File: config.mk
export PLATFORM = sky130hd
export DESIGN_NAME = muldiv_unit_flat
export DESIGN_NICKNAME = d
export VERILOG_FILES = /design/src/rtl/muldiv_pkg.sv /design/src/rtl/muldiv_unit_if.sv /design/src/rtl/muldiv_unit_div_core.sv /design/src/rtl/muldiv_unit.sv /design/src/flat_wrapper.sv
export SDC_FILE = /design/constraint.sdc
export NUM_CORES = 2
export LEC_CHECK = 0
export BUFFER_PORTS_ARGS = -buffer_cell sky130_fd_sc_hd__buf_2
export CAP_MARGIN = 20
export CORE_MARGIN = 2
export CORE_UTILIZATION = 56
export CTS_CLUSTER_DIAMETER = 200
export DETAILED_ROUTE_END_ITERATION = 7
export PLACE_DENSITY = 0.73
export SYNTH_ARGS = -nofsm -noshare
export SYNTH_HDL_FRONTEND = slang
export SYNTH_SLANG_ARGS = --single-unit
File: constraint.sdc
create_clock -name clk -period 15.37 [get_ports clk]
set_clock_uncertainty 0.15 [all_clocks]
set_input_delay 2.3055 -clock clk [delete_from_list [all_inputs] [get_ports clk]]
set_output_delay 2.3055 -clock clk [all_outputs]
set_load 0.02 [all_outputs]
File: src/rtl/muldiv_pkg.sv
// -----------------------------------------------------------------------------
// muldiv_pkg
//   Shared definitions for the MIPS multiply/divide unit: op codes, FSM state
//   type, divider iteration count and the divide-by-zero LO pattern.
// -----------------------------------------------------------------------------
package muldiv_pkg;

    typedef logic [2:0] op_t;

    localparam op_t OP_MULT  = 3'd0;
    localparam op_t OP_MULTU = 3'd1;
    localparam op_t OP_DIV   = 3'd2;
    localparam op_t OP_DIVU  = 3'd3;
    localparam op_t OP_MTHI  = 3'd4;
    localparam op_t OP_MTLO  = 3'd5;

    localparam int          DIV_ITERS = 32;
    localparam logic [31:0] DIVZ_LO   = 32'hFFFF_FFFF;

    typedef enum logic [1:0] {
        ST_IDLE = 2'd0,
        ST_MUL  = 2'd1,
        ST_DIV  = 2'd2,
        ST_WB   = 2'd3
    } state_e;

    // Codes 6 and 7 are unassigned and are never accepted.
    function automatic logic op_is_legal(input op_t op);
        return op <= OP_MTLO;
    endfunction

endpackage

File: src/rtl/muldiv_unit_if.sv
// -----------------------------------------------------------------------------
// muldiv_unit_if
//   Request / write-beat bundle between EX and the multiply/divide unit.
//   master : EX side (drives start/op/src_a/src_b/cancel, sees busy and beat)
//   slave  : muldiv_unit (drives busy, wen_hiol, data_out)
//   wen_hiol bit0 writes HI from data_out upper half, bit1 writes LO from the
//   lower half.
// -----------------------------------------------------------------------------
interface muldiv_unit_if
    import muldiv_pkg::*;
#(
    parameter int DATA_W = 32
);
    logic                  start;
    op_t                   op;
    logic [DATA_W-1:0]     src_a;
    logic [DATA_W-1:0]     src_b;
    logic                  cancel;
    logic                  busy;
    logic [1:0]            wen_hiol;
    logic [2*DATA_W-1:0]   data_out;

    modport master (
        output start, op, src_a, src_b, cancel,
        input  busy, wen_hiol, data_out
    );

    modport slave (
        input  start, op, src_a, src_b, cancel,
        output busy, wen_hiol, data_out
    );
endinterface

File: src/rtl/muldiv_unit_div_core.sv
// -----------------------------------------------------------------------------
// div_core
//   Unsigned radix-2 restoring divider, one quotient bit per enabled cycle.
//   Ports:
//     clk, rst            clock, async active-high reset
//     load                capture dividend/divisor and arm DIV_ITERS steps
//     step_en             allow an iteration this cycle
//     kill                abandon the current division
//     dividend, divisor   unsigned operands (sampled on load)
//     quotient, remainder result, valid while done is high
//     done                all iterations finished, result stable
// -----------------------------------------------------------------------------
module div_core
    import muldiv_pkg::*;
#(
    parameter int DATA_W = 32
) (
    input  logic              clk,
    input  logic              rst,
    input  logic              load,
    input  logic              step_en,
    input  logic              kill,
    input  logic [DATA_W-1:0] dividend,
    input  logic [DATA_W-1:0] divisor,
    output logic [DATA_W-1:0] quotient,
    output logic [DATA_W-1:0] remainder,
    output logic              done
);
    localparam int CNT_W = $clog2(DIV_ITERS + 1);

    logic [DATA_W-1:0] rem_q,  rem_d;
    logic [DATA_W-1:0] quot_q, quot_d;
    logic [DATA_W-1:0] dvsr_q, dvsr_d;
    logic [CNT_W-1:0]  cnt_q,  cnt_d;
    logic              run_q,  run_d;

    logic [DATA_W-1:0] rem_sh;
    logic              fits;

    always_comb begin
        // Shift the next dividend bit into the partial remainder. The bit
        // shifted out of rem_q is the implicit MSB of the shifted value: when
        // it is set the shifted remainder is certainly >= divisor, and the
        // modulo-2^DATA_W subtraction still yields the correct result.
        rem_sh = {rem_q[DATA_W-2:0], quot_q[DATA_W-1]};
        fits   = rem_q[DATA_W-1] | (rem_sh >= dvsr_q);

        rem_d  = rem_q;
        quot_d = quot_q;
        dvsr_d = dvsr_q;
        cnt_d  = cnt_q;
        run_d  = run_q;

        if (kill) begin
            run_d = 1'b0;
            cnt_d = '0;
        end else if (load) begin
            rem_d  = '0;
            quot_d = dividend;
            dvsr_d = divisor;
            cnt_d  = CNT_W'(DIV_ITERS);
            run_d  = 1'b1;
        end else if (step_en && run_q && (cnt_q != '0)) begin
            rem_d  = fits ? (rem_sh - dvsr_q) : rem_sh;
            quot_d = {quot_q[DATA_W-2:0], fits};
            cnt_d  = cnt_q - CNT_W'(1);
        end
    end

    always_ff @(posedge clk or posedge rst) begin
        if (rst) begin
            rem_q  <= '0;
            quot_q <= '0;
            dvsr_q <= '0;
            cnt_q  <= '0;
            run_q  <= 1'b0;
        end else begin
            rem_q  <= rem_d;
            quot_q <= quot_d;
            dvsr_q <= dvsr_d;
            cnt_q  <= cnt_d;
            run_q  <= run_d;
        end
    end

    assign quotient  = quot_q;
    assign remainder = rem_q;
    assign done      = run_q && (cnt_q == '0);

endmodule

File: src/rtl/muldiv_unit.sv
// -----------------------------------------------------------------------------
// muldiv_unit
//   Multi-cycle MIPS multiply/divide engine; the only writer of HI/LO.
//   Ports:
//     clk            clock
//     rst            async active-high reset
//     bus (slave)    start/op/src_a/src_b/cancel in; busy, wen_hiol and the
//                    {HI,LO} write beat data_out out
//   Parameters:
//     DATA_W         operand width (data_out is 2*DATA_W)
//     MUL_PIPE       register stages after the multiplier array (0..3)
//   Latency from acceptance in cycle T: mul T+2+MUL_PIPE, div T+34,
//   MTHI/MTLO/divide-by-zero T+1. busy covers every cycle up to the beat.
// -----------------------------------------------------------------------------
module muldiv_unit
    import muldiv_pkg::*;
#(
    parameter int DATA_W   = 32,
    parameter int MUL_PIPE = 1
) (
    input  logic          clk,
    input  logic          rst,
    muldiv_unit_if.slave  bus
);
    state_e                state_q,   state_d;
    logic                  busy_q,    busy_d;
    logic [1:0]            wen_q,     wen_d;
    logic [2*DATA_W-1:0]   data_q,    data_d;
    op_t                   op_q,      op_d;
    logic [DATA_W-1:0]     a_q,       a_d;
    logic [DATA_W-1:0]     b_q,       b_d;
    logic [1:0]            mul_cnt_q, mul_cnt_d;
    logic                  qneg_q,    qneg_d;
    logic                  rneg_q,    rneg_d;

    logic                  div_load;
    logic                  div_kill;
    logic                  div_done;
    logic                  div_signed;
    logic [DATA_W-1:0]     div_quot;
    logic [DATA_W-1:0]     div_rem;

    logic                     mul_signed;
    logic signed [DATA_W:0]   mul_a_ext;
    logic signed [DATA_W:0]   mul_b_ext;
    logic signed [2*DATA_W-1:0] prod_p0;
    logic signed [2*DATA_W-1:0] prod_p1_q;
    logic signed [2*DATA_W-1:0] prod_p2_q;
    logic signed [2*DATA_W-1:0] prod_p3_q;
    logic signed [2*DATA_W-1:0] prod_sel;

    function automatic logic [DATA_W-1:0] magnitude(input logic [DATA_W-1:0] v,
                                                    input logic is_signed);
        return (is_signed && v[DATA_W-1]) ? -v : v;
    endfunction

    function automatic logic [DATA_W-1:0] apply_sign(input logic [DATA_W-1:0] mag,
                                                     input logic neg);
        return neg ? -mag : mag;
    endfunction

    // ---- divider: works on magnitudes, signs restored at write-back ----
    assign div_signed = (bus.op == OP_DIV);

    div_core #(
        .DATA_W (DATA_W)
    ) u_div_core (
        .clk       (clk),
        .rst       (rst),
        .load      (div_load),
        .step_en   (state_q == ST_DIV),
        .kill      (div_kill),
        .dividend  (magnitude(bus.src_a, div_signed)),
        .divisor   (magnitude(bus.src_b, div_signed)),
        .quotient  (div_quot),
        .remainder (div_rem),
        .done      (div_done)
    );

    // ---- multiplier stage p0: 33-bit extended operands cover MULT and MULTU ----
    always_comb begin
        mul_signed = (op_q == OP_MULT);
        mul_a_ext  = {mul_signed & a_q[DATA_W-1], a_q};
        mul_b_ext  = {mul_signed & b_q[DATA_W-1], b_q};
        prod_p0    = (2*DATA_W)'(mul_a_ext) * (2*DATA_W)'(mul_b_ext);
    end

    // ---- multiplier stages p1..p3: operands stay put while in MUL ----
    always_ff @(posedge clk) begin
        prod_p1_q <= prod_p0;
        prod_p2_q <= prod_p1_q;
        prod_p3_q <= prod_p2_q;
    end

    always_comb begin
        case (MUL_PIPE)
            0:       prod_sel = prod_p0;
            1:       prod_sel = prod_p1_q;
            2:       prod_sel = prod_p2_q;
            default: prod_sel = prod_p3_q;
        endcase
    end

    // ---- control FSM ----
    always_comb begin
        state_d   = state_q;
        wen_d     = 2'b00;
        data_d    = data_q;
        op_d      = op_q;
        a_d       = a_q;
        b_d       = b_q;
        mul_cnt_d = mul_cnt_q;
        qneg_d    = qneg_q;
        rneg_d    = rneg_q;
        div_load  = 1'b0;
        div_kill  = 1'b0;

        case (state_q)
            ST_IDLE: begin
                if (bus.start && !bus.cancel && op_is_legal(bus.op)) begin
                    op_d = bus.op;
                    a_d  = bus.src_a;
                    b_d  = bus.src_b;
                    case (bus.op)
                        OP_MULT, OP_MULTU: begin
                            state_d   = ST_MUL;
                            mul_cnt_d = 2'(MUL_PIPE);
                        end
                        OP_DIV, OP_DIVU: begin
                            if (bus.src_b == '0) begin
                                // Divide by zero finishes at once, no trap.
                                state_d = ST_WB;
                                wen_d   = 2'b11;
                                data_d  = {bus.src_a, DIVZ_LO};
                            end else begin
                                state_d  = ST_DIV;
                                div_load = 1'b1;
                                qneg_d   = div_signed &
                                           (bus.src_a[DATA_W-1] ^ bus.src_b[DATA_W-1]);
                                rneg_d   = div_signed & bus.src_a[DATA_W-1];
                            end
                        end
                        OP_MTHI: begin
                            state_d = ST_WB;
                            wen_d   = 2'b01;
                            data_d  = {bus.src_a, {DATA_W{1'b0}}};
                        end
                        default: begin
                            state_d = ST_WB;
                            wen_d   = 2'b10;
                            data_d  = {{DATA_W{1'b0}}, bus.src_a};
                        end
                    endcase
                end
            end
            ST_MUL: begin
                if (mul_cnt_q == 2'd0) begin
                    state_d = ST_WB;
                    wen_d   = 2'b11;
                    data_d  = prod_sel;
                end else begin
                    mul_cnt_d = mul_cnt_q - 2'd1;
                end
            end
            ST_DIV: begin
                if (div_done) begin
                    state_d  = ST_WB;
                    wen_d    = 2'b11;
                    data_d   = {apply_sign(div_rem, rneg_q), apply_sign(div_quot, qneg_q)};
                    div_kill = 1'b1;
                end
            end
            default: begin
                state_d = ST_IDLE;
            end
        endcase

        // Flush overrides everything: nothing accepted, nothing written.
        if (bus.cancel) begin
            state_d  = ST_IDLE;
            wen_d    = 2'b00;
            data_d   = data_q;
            op_d     = op_q;
            a_d      = a_q;
            b_d      = b_q;
            div_load = 1'b0;
            div_kill = 1'b1;
        end

        busy_d = (state_d != ST_IDLE);
    end

    always_ff @(posedge clk or posedge rst) begin
        if (rst) begin
            state_q   <= ST_IDLE;
            busy_q    <= 1'b0;
            wen_q     <= 2'b00;
            data_q    <= '0;
            op_q      <= OP_MULT;
            a_q       <= '0;
            b_q       <= '0;
            mul_cnt_q <= 2'd0;
            qneg_q    <= 1'b0;
            rneg_q    <= 1'b0;
        end else begin
            state_q   <= state_d;
            busy_q    <= busy_d;
            wen_q     <= wen_d;
            data_q    <= data_d;
            op_q      <= op_d;
            a_q       <= a_d;
            b_q       <= b_d;
            mul_cnt_q <= mul_cnt_d;
            qneg_q    <= qneg_d;
            rneg_q    <= rneg_d;
        end
    end

    assign bus.busy     = busy_q;
    // A flush arriving in the write-back cycle must still block the HI/LO write.
    assign bus.wen_hiol = wen_q & {2{~bus.cancel}};
    assign bus.data_out = data_q;

endmodule

File: src/flat_wrapper.sv
// flat-port wrapper written by rule: the top's interface ports become plain ports
module muldiv_unit_flat import muldiv_pkg::*;
#(
    parameter int DATA_W   = 32,
    parameter int MUL_PIPE = 1
)
  (clk, rst, bus_start, bus_op, bus_src_a, bus_src_b, bus_cancel, bus_busy, bus_wen_hiol, bus_data_out);
  muldiv_unit_if #(.DATA_W(DATA_W)) bus_i ();
  input  logic clk;
  input  logic rst;
  input wire logic [$bits(bus_i.start)-1:0] bus_start;
  input wire logic [$bits(bus_i.op)-1:0] bus_op;
  input wire logic [$bits(bus_i.src_a)-1:0] bus_src_a;
  input wire logic [$bits(bus_i.src_b)-1:0] bus_src_b;
  input wire logic [$bits(bus_i.cancel)-1:0] bus_cancel;
  output wire logic [$bits(bus_i.busy)-1:0] bus_busy;
  output wire logic [$bits(bus_i.wen_hiol)-1:0] bus_wen_hiol;
  output wire logic [$bits(bus_i.data_out)-1:0] bus_data_out;
  assign bus_i.start = bus_start;
  assign bus_i.op = bus_op;
  assign bus_i.src_a = bus_src_a;
  assign bus_i.src_b = bus_src_b;
  assign bus_i.cancel = bus_cancel;
  assign bus_busy = bus_i.busy;
  assign bus_wen_hiol = bus_i.wen_hiol;
  assign bus_data_out = bus_i.data_out;
  muldiv_unit #(.DATA_W(DATA_W), .MUL_PIPE(MUL_PIPE)) u_core (.clk(clk), .rst(rst), .bus(bus_i));
endmodule
==> key figures <==
Outcome
  – Status: completed

Clock network
  – Post-CTS setup buffer count: 0
  – CTS Root Cell: clkbuf_16
  – CTS Buf Count: 29
  – CTS tree: yes
  – CTS H-tree lvls: 1
  – Clock sink count: 307
  – Hold-fix buffers, CTS: 0
  – CTS clk-pin slew, worst paths: about 0.08 ns
  – Max Buffers Root-to-Sink: 3
  – Cts repair resizes: 0
  – Worst skew pair latency: 0.62 ns

Timing
  – Setup tns final: 0 ns
  – Pins Over Slew Limit: 0
  – Final hold violation count: 0
  – Final Cycle Share: 0.593
  – Tightest Pin Transition: 1.17 ns
  – Fmax: between 100 and 150 MHz
  – Relative slew slack: 0.219
  – WHS: 0.335 ns
  – Tmin final: 9.12 ns
  – Unrepaired setup endpoints after global routing: no
  – Final number of setup-violating endpoints: 0

GRT
  – Grt total ovfl: 0
  – Vias in the first global route: 44000
  – Largest net degree at the start of global routing: 151
  – Total GRT Usage: 0.321
  – Antenna violations before repair: 9
  – First-pass GRT wire length: ~240000 µm

Yosys
  – Post-synth net total: 7429
  – Netlist Area Pre-Place: ~54000 µm²
  – Avg Cell Area, Syn: 9.07 µm²
  – Yosys Warn Count: 0
  – Register area share after synthesis: 0.136
  – Post-synth EDFFs: 0
  – Primary FF master, synth: dfrtp_1
  – Yosys reg bits: between 300 and 400
  – Ys async rst share: 0.792
  – Mapped Cells: 5977
  – Synth unique cells: 78

Die
  – Die height: 315 µm
  – IO Pins: about 140
  – FP Rows: 114
  – Core area: 96300 µm²
  – Die area: 99300 µm²
  – Initial Util: 0.563
  – Die W: 315 µm

Placed design
  – DP HPWL: 119000 µm
  – Gpl congestion: approximately 1.0
  – # port buffers: ~140

Critical path
  – Slowest CP cell: fa_1
  – Startpoint types: flip-flop
  – Max stage delay on crit path: 0.58 ns
  – WP data required: 15.69 ns
  – Crit path top cell by count: fa_1
  – CP max FO: 22
  – WS Path Type: flip-flop to flip-flop
  – Worst path arrival time: 9.44 ns
  – Delay-heaviest family, CP: adder cells
  – Bufs and invs on worst path: 6
  – CP Capture Type: flip-flop

Drt
  – WL/cell: roughly 21 µm
  – 1st-iter DRT viols: 3938
  – DRC Markers: 0
  – Met2 wire length: 74800 µm
  – Wire length on met1: 56800 µm
  – Met3 routed WL: 11300 µm
  – Drt first pass iters: 6
  – Top sig layer: met5
  – DRT antenna net count: 0
  – Vias: 41600
  – Routed wire length: approximately 150000 µm
  – Vias per cell: 5.79

Worst hold path
  – Worst Hold Class: flip-flop to flip-flop

Final layout
  – Area delta synth->final: 4.85%
  – Share of layout cells above drive strength 1: 0.0669
  – Net count, final: approximately 7300

Flow run
  – Max-capacitance violation count: 0
[registers in the layout, summed over array words and instances, names as in the netlist]
| register | cells |
|---|---|
| u_core.prod_p1_q | 64 |
| u_core.u_div_core.dvsr_q | 32 |
| u_core.u_div_core.run_q | 1 |
| u_core.b_q | 32 |
| u_core.a_q | 32 |
| u_core.u_div_core.remainder | 32 |
| u_core.u_div_core.cnt_q | 6 |
| u_core.state_q | 2 |
| u_core.rneg_q | 1 |
| u_core.wen_q | 2 |
| u_core.op_q | 3 |
| u_core.mul_cnt_q | 2 |
| u_core.bus.data_out | 64 |
| u_core.qneg_q | 1 |
| u_core.u_div_core.quotient | 32 |
| u_core.bus.busy | 1 |
[kinds of logic after synthesis]
| logic type | count (synthesis) | synth area share |
|---|---|---|
| xor+xnor | 233 | 0.0376 |
| compound gates | 685 | 0.0802 |
| simple gates | 1752 | 0.147 |
| buf+inv | 1535 | 0.107 |
| mux | 84 | 0.0169 |
| flops | 307 | 0.136 |
| fa+ha+maj | 1381 | 0.475 |
[final timing paths]
| path | start | to | slack (ns) | depth (start not counted) |
|---|---|---|---|---|
| worst max-delay path | u_core.op_q[0] | u_core.prod_p1_q[61] | 6.25 | 28 |
| worst min-delay path | u_core.b_q[1] | u_core.b_q[1] | 0.34 | 2 |
| worst max register to register | u_core.op_q[0] | u_core.prod_p1_q[61] | 6.25 | 28 |
| worst min register to register | u_core.b_q[1] | u_core.b_q[1] | 0.34 | 2 |
| max in group asynchronous | rst | u_core.a_q[30] | 11.88 | 3 |
| min in group asynchronous | rst | u_core.bus.data_out[8] | 1.64 | 2 |
[cell usage in the layout (no fill, tap or decap), types with 13 or more instances in the layout]
cell and n:
inv_1 1188, fa_1 1126, nand2_1 984, and2_1 330
ha_1 253, dfrtp_1 230, nor2_1 216, o21ai_0 207
a21oi_1 177, buf_2 137, xnor2_1 124, xor2_1 109
buf_4 78, dfxtp_1 64, mux2_2 62, a21o_1 38
o31ai_1 37, nand3_1 35, nor3_1 32, a22oi_1 32
clkbuf_16 31, and3_1 26, mux2i_1 22, nand4_1 20
o21bai_1 19, a31oi_1 19, nand2b_1 17, a221oi_2 17
nor4_1 16, o21ai_1 16, o41ai_1 15, o211ai_1 15
a211oi_1 14, or3_1 13, dfrtp_2 13
[final cells by class]
cell class / count / area, µm²
Antenna cell: 2 / 5.00
Clock buffer: 39 / 846
Clock inverter: 15 / 126
Fill cell: 8316 / 39400
Inverter: 1190 / 4470
Multi-Input combinational cell: 4135 / 41100
Sequential cell: 307 / 7380
Tap cell: 1276 / 1600
Timing Repair Buffer: 218 / 1350
[cells in the mapped netlist (all sizes together) (27+ instances only)]
| library cell | instances | area share |
|---|---|---|
| dfxtp | 64 | 0.024 |
| xor2 | 109 | 0.018 |
| a22oi | 32 | 0.0044 |
| a21oi | 179 | 0.017 |
| dfrtp | 243 | 0.11 |
| inv | 1190 | 0.082 |
| nor3 | 37 | 0.0040 |
| mux2 | 62 | 0.013 |
| o21ai | 224 | 0.021 |
| nand2 | 985 | 0.068 |
| xnor2 | 124 | 0.020 |
| o31ai | 37 | 0.0051 |
| buf | 33 | 0.0033 |
| a221oi | 27 | 0.0063 |
| a21o | 38 | 0.0053 |
| nand3 | 36 | 0.0034 |
| clkbuf | 312 | 0.022 |
| and2 | 330 | 0.038 |
| ha | 255 | 0.059 |
| nor2 | 217 | 0.015 |
| fa | 1126 | 0.42 |
[routing by layer]
metal  global-route usage  up-vias
met1                0.400    21300
met3               0.0410      540
met5                    0        -
li1                     -    17900
met4                0.184        4
met2                0.539     1860
[per-stage QoR]
step / worst slack [ns] / instances / area [µm²] / utilization
final: 6.25 / 7182 / 56800 / 0.590
after CTS: 6.32 / 7178 / 56800 / 0.590
after detailed placement: 6.41 / 7124 / 55800 / 0.580
after floorplan: 6.24 / 5977 / 54200 / -
after global routing: 5.61 / 7182 / 56800 / 0.590
after global placement: 6.54 / 7124 / 55800 / 0.580
[tightest hold or removal path, delay by kind of cell (launching register included)]
family	cells	cell delay [ns]
AO/OA/AOI/OAI	1	0.06
flip-flops	1	0.35
AND/OR/NAND/NOR	1	0.05
Power is left out: the tool's default activity adds up to more than one toggle a clock period on the data nets, which glitch-free logic cannot reach.
